===== config.mk =====
export PLATFORM = sky130hd
export DESIGN_NAME = vram_write_queue
export DESIGN_NICKNAME = d
export VERILOG_FILES = /design/src/rtl/vram_write_queue.sv
export SDC_FILE = /design/constraint.sdc
export NUM_CORES = 1
export LEC_CHECK = 0
export CORE_MARGIN = 5
export CORE_UTILIZATION = 62
export CTS_BUF_LIST = sky130_fd_sc_hd__clkbuf_4
export DETAILED_ROUTE_END_ITERATION = 8
export GPL_TIMING_DRIVEN = 0
export PLACE_DENSITY = 0.81
export REMOVE_ABC_BUFFERS = 1
export SETUP_SLACK_MARGIN = 0.2
export SLEW_MARGIN = 40
export SYNTH_ARGS = -nofsm -noshare
export SYNTH_HDL_FRONTEND = slang
export SYNTH_SLANG_ARGS = --single-unit

===== constraint.sdc =====
create_clock -name clk -period 3.9 [get_ports clk]
set_input_delay 0.78 -clock clk [delete_from_list [all_inputs] [get_ports clk]]
set_output_delay 0.78 -clock clk [all_outputs]
set_load 0.01 [all_outputs]

===== src/rtl/vram_write_queue.sv =====
// CPU-to-VRAM write buffer: queues CPU byte writes and drains them into VRAM
// only while the video timing generator reports the memory as writable.

`ifndef VRAM_ADDR_WIDTH
`define VRAM_ADDR_WIDTH 16
`endif

module vram_write_queue #(
    parameter int DEPTH      = 16,
    parameter int ADDR_WIDTH = `VRAM_ADDR_WIDTH
) (
    input  logic                       clk,
    input  logic                       rst,
    input  logic                       writable,
    input  logic                       cpu_wr,
    input  logic [ADDR_WIDTH-1:0]      cpu_address,
    input  logic [7:0]                 cpu_data,
    input  logic                       clear_overflow,
    output logic                       cpu_ready,
    output logic [ADDR_WIDTH-1:0]      address,
    output logic [7:0]                 data,
    output logic                       vram_we,
    output logic [$clog2(DEPTH):0]     pending,
    output logic                       overflow
);

    localparam int PTR_W = $clog2(DEPTH);
    localparam int CNT_W = PTR_W + 1;

    logic [ADDR_WIDTH-1:0] mem_addr [DEPTH];
    logic [7:0]            mem_data [DEPTH];

    logic [PTR_W-1:0] wr_ptr;
    logic [PTR_W-1:0] rd_ptr;
    logic [CNT_W-1:0] count;

    logic push;
    logic drop;
    logic pop;

    // Readiness comes only from registered count, so a full queue refuses a
    // write even when a pop frees a slot on the same edge.
    assign cpu_ready = (count < CNT_W'(DEPTH));
    assign pending   = count;

    assign push = cpu_wr && cpu_ready;
    assign drop = cpu_wr && !cpu_ready;
    assign pop  = writable && (count != '0);

    always_ff @(posedge clk) begin
        if (rst && push) begin
            mem_addr[wr_ptr] <= cpu_address;
            mem_data[wr_ptr] <= cpu_data;
        end
    end

    always_ff @(posedge clk) begin
        if (!rst) begin
            wr_ptr   <= '0;
            rd_ptr   <= '0;
            count    <= '0;
            vram_we  <= 1'b0;
            address  <= '0;
            data     <= '0;
            overflow <= 1'b0;
        end else begin
            if (push) begin
                wr_ptr <= wr_ptr + PTR_W'(1);
            end

            if (pop) begin
                rd_ptr  <= rd_ptr + PTR_W'(1);
                address <= mem_addr[rd_ptr];
                data    <= mem_data[rd_ptr];
            end
            vram_we <= pop;

            case ({push, pop})
                2'b10:   count <= count + CNT_W'(1);
                2'b01:   count <= count - CNT_W'(1);
                default: count <= count;
            endcase

            // A drop in the same cycle as a clear keeps the flag set.
            if (drop) begin
                overflow <= 1'b1;
            end else if (clear_overflow) begin
                overflow <= 1'b0;
            end
        end
    end

endmodule


## After elaboration in Yosys (flattened, before gate mapping)

Memory sizes are Yosys's and may differ from the RTL's. A register that Yosys moved wholly into a read port is not among the register bits.
Index checks and enable logic that the tools add are counted.

| operators by class | value |
|---|---|
| add/sub/neg operators | 4 |
| multipliers | 0 |
| div/mod/pow operators | 0 |
| order comparisons | 1 |
| equal/unequal tests | 2 |
| shifts and indexed selects | 0 |
| muxes and demuxes | 5 |
| bitwise gates (word level) | 0 |
| reductions and logical operators | 10 |

Operators with widths:

| kind | count |
|---|---|
| 5-bit case mux with 2 select lines | 1 |
| 4-bit by 1-bit adder with 4-bit output (second input constant) | 2 |
| 5-bit by 1-bit adder with 5-bit output (second input constant) | 1 |
| 5-bit < comparator (second input constant) | 1 |
| 5-bit nonzero test | 1 |
| 5-bit by 1-bit subtractor with 5-bit output (second input constant) | 1 |
| 1-bit logical AND | 4 |
| 1-bit 2-to-1 mux | 4 |
| 2-bit nonzero test | 2 |
| 1-bit logical NOT | 3 |
| 2-bit by 1-bit equality test with 1-bit output (second input constant) | 1 |
| 2-bit equality test (second input constant) | 1 |

| word-level totals | value |
|---|---|
| flip-flop bits (word level) | 15 |
| bits in latches | 0 |
| bits in writable memories | 384 |
| bits in read-only memories | 0 |
| bits of input ports | 29 |
| output and inout bits | 32 |
| logic and storage cells | 29 |
| memories | 2 |

Memories:

| name | words | bits a word | rd ports | clocked after memory_dff | write ports | line | RTL |
|---|---|---|---|---|---|---|---|
| mem_addr | 16 | 16 | 1 | 1 | 1 | 30 | `logic [ADDR_WIDTH-1:0] mem_addr [DEPTH];` |
| mem_data | 16 | 8 | 1 | 1 | 1 | 31 | `logic [7:0] mem_data [DEPTH];` |

## Logic depth before layout (Yosys ltp)

Gate-level depths: netlist of run 1.

| logic depth | value |
|---|---|
| depth after elaboration | 5 |
| mapped depth | 11 |
| gate-level depth less buffers | 10 |

## Worst setup path after synthesis of run 1

Ideal clock, no wire load.

| timing | value |
|---|---|
| path kind | in2reg |
| start | input rst |
| end | memory mem_addr[0][0] (netlist name), enable pin |
| setup time | 405 ps |
| arrival | 2553 ps |
| data required time | 3495 ps |
| setup slack | 942 ps |
| cell stages on the path | 3 |
| path buffers | 1 |
| path through | clkbuf_1 > or3b_2 > nor2_1 |

| between the ends | value |
|---|---|
| longest elaborated chain between the ends | 3 |

RTL lines:

| element | line | RTL |
|---|---|---|
| start: declaration | 13 | `input logic rst,` |
| 1-bit logical AND | 51 | `if (rst && push) begin` |
| 1-bit 2-to-1 mux | 51 |  |
| 1-bit 2-to-1 mux (implied by the code) | 52 | `mem_addr[wr_ptr] <= cpu_address;` |
| end: declaration | 30 |  |

No other way between the ends.

## Worst setup path in the final report of run 1

| timing | value |
|---|---|
| start | input cpu_wr |
| end | register count[4], in the netlist pending[4] |

| between the ends | value |
|---|---|
| longest elaborated chain between the ends | 3 |
| elaborated cells between the ends (all ways) | 5 |
| those cells by class | eq/ne (2); mux (1); reduce/logical (2) |

RTL lines:

| element | line | RTL |
|---|---|---|
| start: declaration | 15 | `input logic cpu_wr,` |
| 1-bit logical AND * | 46 | `assign push = cpu_wr && cpu_ready;` |
| 2-bit by 1-bit equality test with 1-bit output or 2-bit equality test (tied branches) | 78 | `case ({push, pop})` |
| 5-bit case mux with 2 select lines or 2-bit nonzero test (tied branches) | - |  |
| end signal: assignment | 79 | `2'b10: count <= count + CNT_W'(1);` |
| end signal: assignment | 80 | `2'b01: count <= count - CNT_W'(1);` |
| end signal: assignment | 81 | `default: count <= count;` |
| end: declaration | 35 | `logic [CNT_W-1:0] count;` |

Mark *: on every way between the ends. The rest lies on a longest branch, timed or not.
A chain may end at the register's enable or synchronous reset.

==> impl_metrics.py, run 1 <==
metrics = {
    "setup_path": {
        "worst_setup_path_end_kind": "flop",
        "r2r-end": "pending[4]$_SDFFE_PN0P_",
        "r2r-start": "pending[4]$_SDFFE_PN0P_",
        "crit_arrival_ps": 3540,
        "critPathLaunchType": "input pin",
        "required_ps": 4480,
        "r2r_cells": 9,
        "cp_max_fo": 9,
        "r2r_setup_slack_ps": 1160,
        "crit_type": "in2reg",
    },
    "floorplan": {
        "start_util": 0.624,
        "die_h_um": 172,
        "core_sq_um": 25900,
        "rows": 59,
        "dieArea_sq_um": 29400,
        "io_pins": 61,
        "die_w_um": 172,
    },
    "global_routing": {
        "grt_overflow": 0,
        "antenna_found_initial": 1,
        "track_usage": 0.242,
        "grt_max_degree": 41,
        "grt_pass1_wl_mm": 51.5,
        "grt_pass1_vias": 8818,
    },
    "yosys": {
        "syn_avg_cell_area_sq_um": 21.6,
        "synthFlopType": "edfxtp_1",
        "synthArstFlopShare": 0,
        "synth_edf_count": 384,
        "syn-instance-count": 750,
        "synth_area_sq_um": 16200,
        "yosysUniqueCellTypes": 34,
        "synth-seq-area-share": 0.761,
        "yosys_warnings": 0,
        "ys_ff_latch": 423,
    },
    "placement": {
        "post-dp-hpwl_mm": 20.1,
        "post-place-ws_ps": 237,
        "port_buffers": 60,
        "place.gp.congestion": 0.705,
    },
    "clocking": {
        "cts.sinks": 423,
        "clockBufferDepth": 3,
        "ctsResizeCount": 0,
        "post_cts_buffers": 0,
        "tritoncts": "yes",
        "ctsHoldBuffers": 0,
        "clock_latency_ps": 730,
        "clkSlewWorstSetupHoldPaths_ps": 70,
        "h-tree-depth": 3,
        "cts-root-buf": "clkbuf_4",
        "cts_made_buffers": 99,
    },
    "detailed_routing": {
        "drt_iter0_drc": 756,
        "wirelength_mm": 34.5,
        "routedWlPerCell_um": 26.1,
        "dr.pass1.iters": 6,
        "viasPerCell": 6.17,
        "ant_nets": 0,
        "route.vias.total": 8133,
        "drc": 0,
    },
    "sta": {
        "finClkSkew_ps": 53.9,
        "finalSetupViolCount": 0,
        "maxSlewHeadroom": 0.421,
        "fmax_mhz": 338,
        "period_needed_ps": 2960,
        "hold_viol_final": 0,
        "fin_hold_ws_ps": 479,
        "period_share": 0.759,
        "slew_violations": 0,
        "setup_slack_ps": 940,
        "rsz0062_at_grt": "false",
        "tightest_slew_ps": 868,
        "fin_tns_setup_ps": 0,
    },
    "power_and_ir_drop": {
        "power_density_nw_per_um2": 591,
        "swShare": 0.256,
        "combinationalPowerShare": 0.194,
        "p_clk_frac": 0.330,
        "p_leak_nw": 6.02,
        "internal-power_mw": 8.38,
        "power.switching_mw": 2.88,
        "ir_drop_mv": 0.375,
        "seqPwrFrac": 0.476,
    },
    "layout": {
        "final_common_cell": "edfxtp_1",
        "final_util": 0.736,
        "nets": 939,
        "nFillCells": 1408,
        "syn_to_final_growth_pct": 17.8,
        "drive_above_1_share": 0.330,
        "layout_common_cells": "384 x edfxtp_1, 158 x clkbuf_4, 96 x mux4_2",
    },
    "worst_hold_path": {
        "min_to": "address[5]$_SDFFE_PN0P_",
        "min_from": "address[5]$_SDFFE_PN0P_",
        "hp-class": "reg2reg",
        "worstHoldPathCells": 2,
    },
    "run": {
        "drv_cap": 0,
    },
    "outcome": {
        "outcome": "finished clean",
    },
}
-- kinds of logic (layout without fill, tap and decap cells) --
family / Yosys count / in the layout / share of synthesized area
muxes: 146 / 146 / 0.165
AOI/OAI and AO/OA: 34 / 34 / 0.0196
other: 0 / 1 / 0
adders and majority gates: 10 / 10 / 0.00820
DFF: 423 / 423 / 0.761
xor gates and xnor gates: 9 / 9 / 0.00487
and+or+nand+nor: 80 / 80 / 0.0244
buffers and inverters: 48 / 281 / 0.0172
-- power groups by stage --
stage,Clock (mW),Sequential (mW),Combinational [mW]
finish,3.71,5.36,2.18
global placement,0,5.65,1.77
CTS,3.78,5.36,2.21
floorplan,0,5.64,1.37
global route,4.04,5.39,2.36
detailed placement,0,5.46,2.20
-- synth_stat cells (3+ instances only) --
master | instances | share of area
buf_6 | 6 | 0.0042
mux4_2 | 96 | 0.13
and2_1 | 10 | 0.0039
nor2b_1 | 4 | 0.0015
o21ai_0 | 4 | 0.0012
dfxtp_1 | 39 | 0.048
buf_8 | 3 | 0.0028
edfxtp_1 | 384 | 0.71
nor2_1 | 17 | 0.0039
xor2_1 | 3 | 0.0016
o221ai_2 | 6 | 0.0056
clkbuf_1 | 14 | 0.0032
buf_2 | 16 | 0.0050
mux2i_1 | 50 | 0.031
xnor2_1 | 6 | 0.0032
a21oi_1 | 3 | 0.00093
ha_1 | 9 | 0.0070
o221ai_1 | 18 | 0.0097
nand2_1 | 36 | 0.0084
inv_1 | 8 | 0.0019
-- cell type report --
type                            count  area (sq um)  area share
Clock inverter                     26           191      0.0100
Antenna cell                        1          2.50    0.000131
Tap cell                          335           419      0.0220
Timing Repair Buffer               89          1190      0.0624
Sequential cell                   423         12300       0.647
Clock buffer                      158          1190      0.0622
Multi-Input combinational cell    279          3720       0.195
Inverter                            8          30.0     0.00158
-- per-stage QoR --
| step | area [sq um] | total power, mW | std cells |
|---|---|---|---|
| 6_report | 19100 | 11.3 | 1319 |
| 5_1_grt | 19100 | 11.8 | 1319 |
| 4_1_cts | 19100 | 11.4 | 1318 |
| 3_5_place_dp | 17700 | 7.66 | 1134 |
| 3_3_place_gp | 16900 | 7.42 | 1105 |
| 2_1_floorplan | 15900 | 7.00 | 710 |
-- routing by layer --
layer  up-vias  track usage  share of wire
li1       3475            -              -
met1      4139        0.309           0.36
met2       433        0.414           0.53
met3        86       0.0558          0.086
met4         0       0.0834          0.025
met5         -            0              0
-- sequential cells by signal (all words and copies together) (netlist names) --
name,flops
overflow,1
rd_ptr,4
mem_addr,256
pending,5
address,16
vram_we,1
wr_ptr,4
data,8
mem_data,128
-- worst max path at each step --
stage	startpoint	end	slack, ps	cells past startpoint
3_5_place_dp	cpu_wr	pending[4]$_SDFFE_PN0P_	240	10
2_1_floorplan	rd_ptr[0]$_SDFFE_PN0P_	address[0]$_SDFFE_PN0P_	-1280	3
3_3_place_gp	rd_ptr[0]$_SDFFE_PN0P_	data[7]$_SDFFE_PN0P_	-2730	3
4_1_cts	cpu_wr	pending[4]$_SDFFE_PN0P_	990	10
6_report	cpu_wr	pending[4]$_SDFFE_PN0P_	940	10
5_1_grt	cpu_wr	pending[4]$_SDFFE_PN0P_	720	10
-- critical path, cell delays in order --
cell and delay [ps]:
clkdlybuf4s50_1 470, nor2b_1 520, inv_1 100, ha_1 280, ha_1 340, nor2b_1 140, o21ai_0 220, a21oi_1 100
or3b_2 450, mux2i_1 130
(Power assumes the default switching activity.)
==> run 2, diff against run 1 <==
==> constraint.sdc (replaced) <==
create_clock -name clk -period 2.9 [get_ports clk]
set_input_delay 0.58 -clock clk [delete_from_list [all_inputs] [get_ports clk]]
set_output_delay 0.58 -clock clk [all_outputs]
set_load 0.01 [all_outputs]
==> impl_metrics.py, run 2 (synthesis results as in run 1) <==
metrics = {
    "detailed_routing": {
        "wirelength_mm": 34.3,
        "drt_iter0_drc": 803,
        "dr.pass1.iters": 5,
        "ant_nets": 0,
        "routedWlPerCell_um": 26.0,
        "viasPerCell": 6.15,
        "drc": 0,
        "route.vias.total": 8122,
    },
    "layout": {
        "top_register": "mem_addr",
        "layout_common_cells": "384 x edfxtp_1, 158 x clkbuf_4, 96 x mux4_2",
        "final_common_cell": "edfxtp_1",
        "drive_above_1_share": 0.336,
        "nets": 941,
        "post-route-cell-area_sq_um": 19100,
        "syn_to_final_growth_pct": 18.0,
        "largest_registers": "mem_addr (256), mem_data (128), address (16)",
        "largest_reg_flops": 256,
    },
    "setup_path": {
        "cp_max_fo": 5,
        "crit_cells": 9,
        "crit_arrival_ps": 3120,
        "critPathLaunchType": "flop",
        "r2r_cells": 9,
        "critical_path.top_delay_family": "simple AND/OR/NAND/NOR gates",
        "required_ps": 3500,
        "slowest_stage": "or3b_2",
        "path_cells": "nor4_4 -> a21boi_4 -> ha_2 -> ha_1 -> nor2b_1 -> o21ai_0 -> a21oi_1 -> or3b_2 -> mux2i_1",
        "slowest_delay_ps": 450,
        "crit_type": "reg2reg",
        "worst_setup_path_end_kind": "flop",
        "worst-path-buf-inv": 0,
    },
    "sta": {
        "slew_violations": 0,
        "finClkSkew_ps": 54.5,
        "fin_hold_ws_ps": 478,
        "rsz0062_at_grt": "false",
        "period_share": 0.868,
        "fin_tns_setup_ps": 0,
        "finalSetupViolCount": 0,
        "period_needed_ps": 2520,
        "tightest_slew_ps": 870,
        "fmax_mhz": 397,
        "hold_viol_final": 0,
        "maxSlewHeadroom": 0.420,
    },
    "clocking": {
        "h-tree-depth": 3,
        "cts.sinks": 423,
        "clock_latency_ps": 730,
        "clockBufferDepth": 3,
        "cts_made_buffers": 99,
        "tritoncts": "yes",
        "cts-root-buf": "clkbuf_4",
        "clkSlewWorstSetupHoldPaths_ps": 70,
    },
    "global_routing": {
        "grt_max_degree": 41,
        "antenna_found_initial": 1,
        "grt_overflow": 0,
        "grt_pass1_wl_mm": 51.5,
        "grt_pass1_vias": 8825,
        "track_usage": 0.242,
    },
    "floorplan": {
        "dieArea_sq_um": 29400,
        "die_h_um": 172,
        "io_pins": 61,
        "start_util": 0.624,
        "die_w_um": 172,
        "core_sq_um": 25900,
        "rows": 59,
    },
    "placement": {
        "placed_area_sq_um": 17700,
        "post-dp-hpwl_mm": 20.1,
        "port_buffers": 60,
        "place.gp.congestion": 0.705,
    },
    "power_and_ir_drop": {
        "p_leak_nw": 6.03,
        "power_density_nw_per_um2": 794,
        "ir_drop_mv": 0.505,
    },
    "worst_hold_path": {
        "worstHoldPathCells": 2,
        "hp-class": "reg2reg",
    },
    "run": {
        "drv_cap": 0,
    },
    "outcome": {
        "outcome": "finished clean",
    },
}
run 2: cell count changes in the layout (fill, tap and decap cells not counted), sizes merged:
cell,change
buf,+2
run 2: worst paths after layout:
kind	startpoint	end	slack (ps)
worst max-delay path	pending[0]$_SDFFE_PN0P_	pending[4]$_SDFFE_PN0P_	380
worst min register to register	address[5]$_SDFFE_PN0P_	address[5]$_SDFFE_PN0P_	480
worst min-delay path	address[5]$_SDFFE_PN0P_	address[5]$_SDFFE_PN0P_	480
worst max register to register	pending[0]$_SDFFE_PN0P_	pending[4]$_SDFFE_PN0P_	380
run 2: power breakdown:
part,internal (mW),switching [mW],total (mW)
Combinational,1.65,1.31,2.96
Clock,2.74,2.25,4.99
Sequential,6.91,0.310,7.22
run 2: metal layers:
layer	up-vias	track usage	wire, um
met4	0	0.0834	773
met2	435	0.414	18200
met5	-	0	0
met1	4138	0.309	12400
met3	77	0.0558	2960
li1	3472	-	-
run 2: worst min-delay path, cell delays in order, from the launching register on:
cell and delay, ps:
dfxtp_1 330, nand2_1 50, o221ai_1 60
run 2: layout make-up:
| class | count | area (sq um) |
|---|---|---|
| Sequential cell | 423 | 12300 |
| Fill cell | 1401 | 6820 |
| Multi-Input combinational cell | 279 | 3730 |
| Timing Repair Buffer | 91 | 1200 |
| Clock buffer | 158 | 1190 |
| Tap cell | 335 | 419 |
| Clock inverter | 26 | 191 |
| Inverter | 8 | 30.0 |
| Antenna cell | 1 | 2.50 |
run 2: what timing repair did:
| item | in CTS | in global routing |
|---|---|---|
| hold buffers | 0 | 0 |
| pin swaps | 0 | 1 |
| endpoints found under the setup margin | 1 | 1 |
| gates resized for setup | 1 | 5 |
| buffers inserted | 0 | 2 |
run 2: per-stage QoR:
stage / std cells / setup slack, ps / total power [mW] / util
finish: 1321 / 383 / 15.2 / 0.737
global route: 1321 / 182 / 15.9 / 0.737
global placement: 1105 / -3730 / 9.62 / 0.654
CTS: 1318 / 264 / 15.3 / 0.736
detailed placement: 1134 / -563 / 10.3 / 0.682
floorplan: 710 / -2280 / 9.14 / -
==> run 3, diff against run 2 <==
--- a/config.mk
+++ b/config.mk
@@ -13,7 +13,7 @@
 export PLACE_DENSITY = 0.81
 export REMOVE_ABC_BUFFERS = 1
 export SETUP_SLACK_MARGIN = 0.2
-export SLEW_MARGIN = 40
+export SLEW_MARGIN = 20
 export SYNTH_ARGS = -nofsm -noshare
 export SYNTH_HDL_FRONTEND = slang
 export SYNTH_SLANG_ARGS = --single-unit
==> impl_metrics.py, run 3 (synthesis results as in run 1) <==
metrics = {
    "power_and_ir_drop": {
        "p_total_mw": 14.9,
        "ir_drop_mv": 0.578,
        "power_density_nw_per_um2": 787,
        "p_leak_nw": 5.96,
    },
    "detailed_routing": {
        "drt_iter0_drc": 700,
        "route.vias.total": 8055,
        "wirelength_mm": 34.2,
        "dr.pass1.iters": 5,
        "viasPerCell": 6.12,
        "routedWlPerCell_um": 26.0,
        "drc": 0,
        "ant_nets": 0,
    },
    "sta": {
        "period_share": 0.869,
        "finClkSkew_ps": 42.3,
        "maxSlewHeadroom": 0.353,
        "finalSetupViolCount": 0,
        "fin_tns_setup_ps": 0,
        "hold_viol_final": 0,
        "fmax_mhz": 397,
        "period_needed_ps": 2520,
        "rsz0062_at_grt": "false",
        "slew_violations": 0,
        "tightest_slew_ps": 970,
    },
    "global_routing": {
        "track_usage": 0.239,
        "grt_overflow": 0,
        "grt_max_degree": 52,
        "grt_pass1_wl_mm": 51.1,
        "antenna_found_initial": 1,
        "grt_pass1_vias": 8688,
    },
    "setup_path": {
        "worst_setup_path_end_kind": "flop",
        "crit_arrival_ps": 3100,
        "required_ps": 3480,
        "crit_type": "in2reg",
        "worst-path-buf-inv": 2,
        "slowest_delay_ps": 470,
        "slowest_stage": "clkdlybuf4s50_1",
        "cp_max_fo": 9,
        "path_cells": "clkdlybuf4s50_1 -> nor2b_2 -> inv_1 -> ha_2 -> ha_1 -> nor2b_1 -> o21ai_0 -> a21oi_1 -> or3b_2 -> mux2i_1",
        "critPathLaunchType": "input pin",
        "critical_path.top_delay_family": "simple AND/OR/NAND/NOR gates",
    },
    "clocking": {
        "h-tree-depth": 3,
        "clock_latency_ps": 700,
        "clkSlewWorstSetupHoldPaths_ps": 70,
        "cts.sinks": 423,
        "ctsHoldBuffers": 0,
        "cts_made_buffers": 99,
        "cts-root-buf": "clkbuf_4",
        "tritoncts": "yes",
        "clockBufferDepth": 3,
    },
    "layout": {
        "largest_registers": "mem_addr (256), mem_data (128), address (16)",
        "drive_above_1_share": 0.331,
        "layout_common_cells": "384 x edfxtp_1, 157 x clkbuf_4, 96 x mux4_2",
        "multi_input_area_sq_um": 3710,
        "nets": 934,
        "largest_reg_flops": 256,
        "post-route-cell-area_sq_um": 19000,
        "seqCellArea_sq_um": 12300,
        "final_common_cell": "edfxtp_1",
        "nFillCells": 1442,
        "syn_to_final_growth_pct": 17.2,
        "final_util": 0.732,
        "top_register": "mem_addr",
    },
    "placement": {
        "placed_area_sq_um": 17600,
        "place.gp.congestion": 0.705,
        "port_buffers": 60,
        "post-dp-hpwl_mm": 19.7,
    },
    "floorplan": {
        "die_w_um": 172,
        "rows": 59,
        "start_util": 0.624,
        "core_sq_um": 25900,
        "die_h_um": 172,
        "dieArea_sq_um": 29400,
        "io_pins": 61,
    },
    "run": {
        "drv_cap": 0,
    },
    "outcome": {
        "outcome": "finished clean",
    },
    "worst_hold_path": {
        "hp-class": "reg2reg",
    },
}
[run 3: cell count changes in the layout (fill, tap and decap cells not counted), moves of 2 or more]
| cell | delta |
|---|---|
| buf_12 | +2 |
| buf_16 | +2 |
| buf_6 | -7 |
| buf_8 | -4 |
| bufinv_16 | -3 |
| inv_2 | +4 |
[run 3: power by group]
group | leakage [nW] | internal, mW | switching [mW]
clock network | 0.786 | 2.47 | 2.27
registers | 3.78 | 6.91 | 0.270
logic | 1.39 | 1.66 | 1.33
[run 3: what timing repair did]
| action | 4_1_cts | 5_1_grt |
|---|---|---|
| resized for setup | 1 | 3 |
| setup endpoints to repair | 1 | 1 |
| pin swaps | 0 | 1 |
| setup buffers | 0 | 2 |
[run 3: per-layer routing]
layer / up-vias / global-route usage / wire length (um) / share of wire
li1: 3466 / - / - / -
met1: 4157 / 0.320 / 12700 / 0.37
met2: 385 / 0.403 / 18300 / 0.54
met3: 47 / 0.0519 / 2650 / 0.078
met4: 0 / 0.0717 / 507 / 0.015
met5: - / 0 / 0 / 0
[run 3: final timing paths]
path                                         startpoint  slack, ps                      end  cells after the start
worst max register to register  pending[0]$_SDFFE_PN0P_        390  pending[4]$_SDFFE_PN0P_                      9
worst max-delay path                             cpu_wr        380  pending[4]$_SDFFE_PN0P_                     10
worst min-delay path               data[2]$_SDFFE_PN0P_        480     data[2]$_SDFFE_PN0P_                      2
worst min register to register     data[2]$_SDFFE_PN0P_        480     data[2]$_SDFFE_PN0P_                      2
[run 3: through the flow]
step,cells,hold slack (ps),setup slack (ps)
after floorplan,710,497,-2280
after global placement,1105,445,-3730
after detailed placement,1127,467,-569
after CTS,1313,440,255
after global routing,1316,472,206
final,1316,481,379
[run 3: worst reg2reg max path: stages, from the launching register on]
cell      delay (ps)
dfxtp_2          360
nor4_4           330
a21boi_4         100
ha_2             210
ha_1             320
nor2b_1          140
o21ai_0          230
a21oi_1          100
or3b_2           460
mux2i_1          140
[run 3: final cells by class]
| class | instances | share of cell area |
|---|---|---|
| Inverter | 8 | 0.00158 |
| Clock inverter | 29 | 0.00660 |
| Multi-Input combinational cell | 279 | 0.196 |
| Sequential cell | 423 | 0.650 |
| Tap cell | 335 | 0.0221 |
| Timing Repair Buffer | 84 | 0.0613 |
| Antenna cell | 1 | 0.000132 |
| Clock buffer | 157 | 0.0622 |
